<file path="src/rtl/hazard_ctrl.sv">
// Load-use hazard controller: scoreboard of in-flight destinations, bubble/stall
// generation, and a controller FSM. Optional stall watchdog enabled by HAZARD_WDOG_EN.
module hazard_ctrl #(
   parameter int SB_DEPTH = 2,
   parameter int WDOG_MAX = 255
) (
   input  logic       clk,
   input  logic       rst,
   input  logic       exp_read1,
   input  logic [4:0] exp_addr1,
   input  logic       exp_read2,
   input  logic [4:0] exp_addr2,
   input  logic [4:0] tar_addr,
   input  logic       tar_wreg,
   input  logic       stop,
   output logic       bbl,
   output logic [1:0] state_o,
   output logic       wdog_o
);

   typedef enum logic [1:0] {
      RUN    = 2'd0,
      HAZ    = 2'd1,
      EXWAIT = 2'd2
   } state_t;

   logic [SB_DEPTH-1:0] sb_valid;
   logic [4:0]          sb_addr [SB_DEPTH];
   logic                match1;
   logic                match2;
   logic                hit1;
   logic                hit2;
   state_t              state_q;

   always_comb begin
      match1 = 1'b0;
      match2 = 1'b0;
      for (int i = 0; i < SB_DEPTH; i++) begin
         if (sb_valid[i] && sb_addr[i] == exp_addr1) match1 = 1'b1;
         if (sb_valid[i] && sb_addr[i] == exp_addr2) match2 = 1'b1;
      end
   end

   // r0 is hardwired zero, so it can never be a true dependency
   assign hit1 = exp_read1 && (exp_addr1 != 5'd0) && match1;
   assign hit2 = exp_read2 && (exp_addr2 != 5'd0) && match2;
   assign bbl  = hit1 || hit2 || stop;

   // Entry 0 follows EX, entry 1 follows MEM; on a multi-cycle stop EX holds and MEM drains
   always_ff @(posedge clk or negedge rst) begin
      if (!rst) begin
         sb_valid <= '0;
         for (int i = 0; i < SB_DEPTH; i++) sb_addr[i] <= 5'd0;
      end else begin
         if (!stop) begin
            sb_valid[0] <= bbl ? 1'b0 : (tar_wreg && tar_addr != 5'd0);
            sb_addr[0]  <= tar_addr;
         end
         for (int i = 1; i < SB_DEPTH; i++) begin
            if (stop && i == 1) begin
               sb_valid[i] <= 1'b0;
            end else begin
               sb_valid[i] <= sb_valid[i-1];
               sb_addr[i]  <= sb_addr[i-1];
            end
         end
      end
   end

   always_ff @(posedge clk or negedge rst) begin
      if (!rst) begin
         state_q <= RUN;
      end else if (stop) begin
         state_q <= EXWAIT;
      end else if (hit1 || hit2) begin
         state_q <= HAZ;
      end else begin
         state_q <= RUN;
      end
   end

   assign state_o = state_q;

`ifdef HAZARD_WDOG_EN
   localparam int CW = (WDOG_MAX < 1) ? 1 : $clog2(WDOG_MAX + 1);

   logic [CW-1:0] stall_cnt;
   logic          wdog_q;

   // Counts consecutive bubble cycles; the flag is sticky until reset
   always_ff @(posedge clk or negedge rst) begin
      if (!rst) begin
         stall_cnt <= '0;
         wdog_q    <= 1'b0;
      end else if (bbl) begin
         if (stall_cnt == CW'(WDOG_MAX)) begin
            wdog_q <= 1'b1;
         end else begin
            stall_cnt <= stall_cnt + 1'b1;
         end
      end else begin
         stall_cnt <= '0;
      end
   end

   assign wdog_o = wdog_q;
`else
   assign wdog_o = 1'b0;
`endif

endmodule

</file>
<file path="config.mk">
export PLATFORM = sky130hd
export DESIGN_NAME = hazard_ctrl
export DESIGN_NICKNAME = d
export VERILOG_FILES = /design/src/rtl/hazard_ctrl.sv
export SDC_FILE = /design/constraint.sdc
export NUM_CORES = 1
export LEC_CHECK = 0
export CORE_UTILIZATION = 45
export DETAILED_ROUTE_END_ITERATION = 8
export GPL_TIMING_DRIVEN = 0
export PLACE_DENSITY = 0.78
export SYNTH_ARGS = -nofsm -noshare
export SYNTH_HDL_FRONTEND = slang
export SYNTH_SLANG_ARGS = --single-unit
</file>
<file path="constraint.sdc">
create_clock -name clk -period 1.44 [get_ports clk]
set_input_delay 0.144 -clock clk [delete_from_list [all_inputs] [get_ports clk]]
set_output_delay 0.144 -clock clk [all_outputs]
set_load 0.03 [all_outputs]
</file>
==> flow_summary.json <==
{
  "max_stage_delay_ns": 0.51,
  "finalSetupViolations": 2,
  "postSynthNetCount": 92,
  "insertion_delay_ns": 0.27,
  "place_inst": 110,
  "slew_headroom_pct": 59.9,
  "die_x_um": 44.2,
  "slew_violations": 0,
  "period_share_pct": 120,
  "fin_nets": 123,
  "drive_gt1_share_pct": 26.0,
  "cp-start-kind": "input port",
  "cp_slowest_cell": "or4_1",
  "route.detailed.drc": 3,
  "failed_checks": "DRC, setup timing",
  "path_clk_slew_ns": 0.08,
  "wl_per_cell_um": 14.3,
  "root_buffer": "clkbuf_4",
  "coreArea_um2": 1580,
  "post-route-util_pct": 71.7,
  "synth-seq-cells": 14,
  "area_growth_pct": 41.1,
  "fin_ws_ns": -0.287,
  "routed_via_density": 5.54,
  "post-route-cell-area_um2": 1130,
  "crit_family": "simple AND/OR/NAND/NOR gates",
  "skew_ns": 0.00509,
  "worstSetupEndpointType": "output port",
  "holdBufCountCts": 0,
  "place.port_buffers": 23,
  "fmax_mhz": 579,
  "fp.dieH_um": 44.2,
  "ant_nets": 0,
  "cp.required_ns": 1.30,
  "drtIter0Drc": 8,
  "gp_congestion": 0.861,
  "crit_buf_inv": 2,
  "worst_ir_drop_vdd_uv": 526,
  "dp_hpwl_um": 1300,
  "cts_tree": "done",
  "status": "finished, violations left",
  "synth.cell_area_um2": 801,
  "path_class": "input port to output port",
  "grt_usage_pct": 19.1,
  "cts.sinks": 14,
  "grt_pass1_wl_um": 2710,
  "power.total_mw": 0.980,
  "ys_types": 19,
  "period_needed_ns": 1.73,
  "grt_max_degree": 15,
  "synthCells": 71,
  "ys_seq_area_share_pct": 43.8,
  "start_util_pct": 50.8,
  "firstDrtPassIters": 6,
  "power.leakage_nw": 0.456,
  "power.density_nw_per_um2": 868,
  "crit_chain": "dlygate4sd2_1 > or4_1 > o21a_1 > a32oi_2 > nand2b_1 > buf_6",
  "h-tree-depth": 1,
  "drt-total-wl_um": 1660,
  "antenna_found_initial": 0,
  "placed_area_um2": 1050,
  "arrival_ns": 1.58,
  "synth.avg_cell_area_um2": 11.3,
  "vias": 643,
  "cp_max_fo": 3,
  "max-cap-violations": 0,
  "antennaDiodeCount": 0,
  "hold_class": "input port to asynchronous set/reset pin",
  "first_global_vias": 621,
  "cts_buffer_depth": 2,
  "yosys_warnings": 0,
  "hold_viol_final": 0,
  "fin_cells": 116,
  "die-area_um2": 1950,
  "grt_remaining_overflow": 0,
  "cts_buffers": 3,
  "rsz0062_at_grt": "yes",
  "rows": 14,
  "tightest_slew_ns": 0.599,
  "ios": 25
}
[metal layers]
| metal | up-vias | GRT usage, % | share of wire, % |
|---|---|---|---|
| met5 | - | 0 | 0 |
| met4 | 0 | 9.09 | 1.9 |
| met3 | 4 | 1.22 | 4.2 |
| met2 | 24 | 32.4 | 51 |
| met1 | 309 | 24.9 | 43 |
| li1 | 306 | - | - |
[logic make-up after synthesis]
group                     share of synthesized area (%)
xor gates and xnor gates                           21.9
and+or+nand+nor                                    10.9
DFF                                                43.8
muxes                                              14.1
AOI/OAI and AO/OA                                  7.03
buffers and inverters                              1.88
other                                             0.468
[cell usage after synthesis]
library cell / n / area (µm²)
a22o_1: 1 / 8.76
o22ai_1: 1 / 6.26
or4_1: 2 / 15.0
nand2_1: 5 / 18.8
mux2_2: 10 / 113
nor2b_1: 1 / 6.26
conb_1: 1 / 3.75
nand4_1: 4 / 25.0
nor3_1: 1 / 5.00
a32oi_2: 1 / 16.3
clkbuf_1: 2 / 7.51
xnor2_1: 20 / 175
dfrtp_1: 14 / 350
o22ai_2: 1 / 12.5
nand2b_1: 1 / 6.26
buf_4: 1 / 7.51
nor2_1: 3 / 11.3
o21a_1: 1 / 7.51
o21ai_1: 1 / 5.00
[worst paths after layout]
path                                         start                       to  slack, ns  depth (start not counted)
max                                   exp_addr2[2]                      bbl      -0.29                          6
min                                            rst   sb_addr[8]$_DFFE_PN0N_       0.25                          1
max reg2reg                 sb_addr[2]$_DFFE_PN0N_  sb_valid[0]$_DFFE_PN0N_      -0.04                          6
min reg2reg                sb_valid[0]$_DFFE_PN0N_  sb_valid[0]$_DFFE_PN0N_       0.58                          1
max in group asynchronous                      rst   sb_addr[4]$_DFFE_PN0N_       0.76                          1
min in group clk                              stop     state_o[1]$_DFF_PN0_       0.34                          1
[layout make-up]
class | count | area (µm²)
Multi-Input combinational cell | 54 | 464
Sequential cell | 14 | 352
Tap cell | 16 | 20.0
Clock buffer | 3 | 22.5
Fill cell | 133 | 447
Buffer | 3 | 18.8
Timing Repair Buffer | 26 | 253
[through the flow]
step	worst slack [ns]	hold slack [ns]	TNS (ns)
final	-0.287	0.252	-0.323
after global routing	-0.345	0.297	-0.435
after CTS	-0.280	0.270	-0.331
after detailed placement	-0.938	0.559	-3.61
after global placement	-0.941	0.549	-3.61
after floorplan	0.0603	-0.152	0
[registers in the layout, indices dropped and copies added, names as in the netlist]
register	flops
sb_addr	10
sb_valid	2
state_o	2
[placed cells by master (no fill, tap or decap)]
cell type / instances
nor2b_1: 1
o21a_1: 1
dlymetal6s2s_1: 1
dlygate4sd2_1: 3
clkbuf_4: 4
xnor2_1: 17
o22ai_2: 2
nand2b_1: 1
nor2_1: 3
mux2_2: 10
clkbuf_1: 1
clkdlybuf4s50_1: 17
o21ai_1: 1
buf_6: 1
a22o_1: 1
or4_1: 2
nor3_1: 1
nand2_1: 5
a32oi_2: 1
nand4_1: 4
buf_4: 4
dfrtp_2: 1
conb_1: 1
dfrtp_1: 13
xnor2_2: 3
clkdlybuf4s15_1: 1
[where the power goes]
group	total, mW	switching [mW]	internal [mW]
registers	0.488	0.0519	0.436
clock network	0.203	0.107	0.0965
logic	0.290	0.110	0.180
total	0.980	0.268	0.712
[repair_timing]
action                     4_1_cts  5_1_grt
pin swaps                        5        3
setup endpoints to repair        8        9
resized for setup               13        8
buffers inserted                 2        1
No activity file was read; power rests on OpenSTA's default activity.
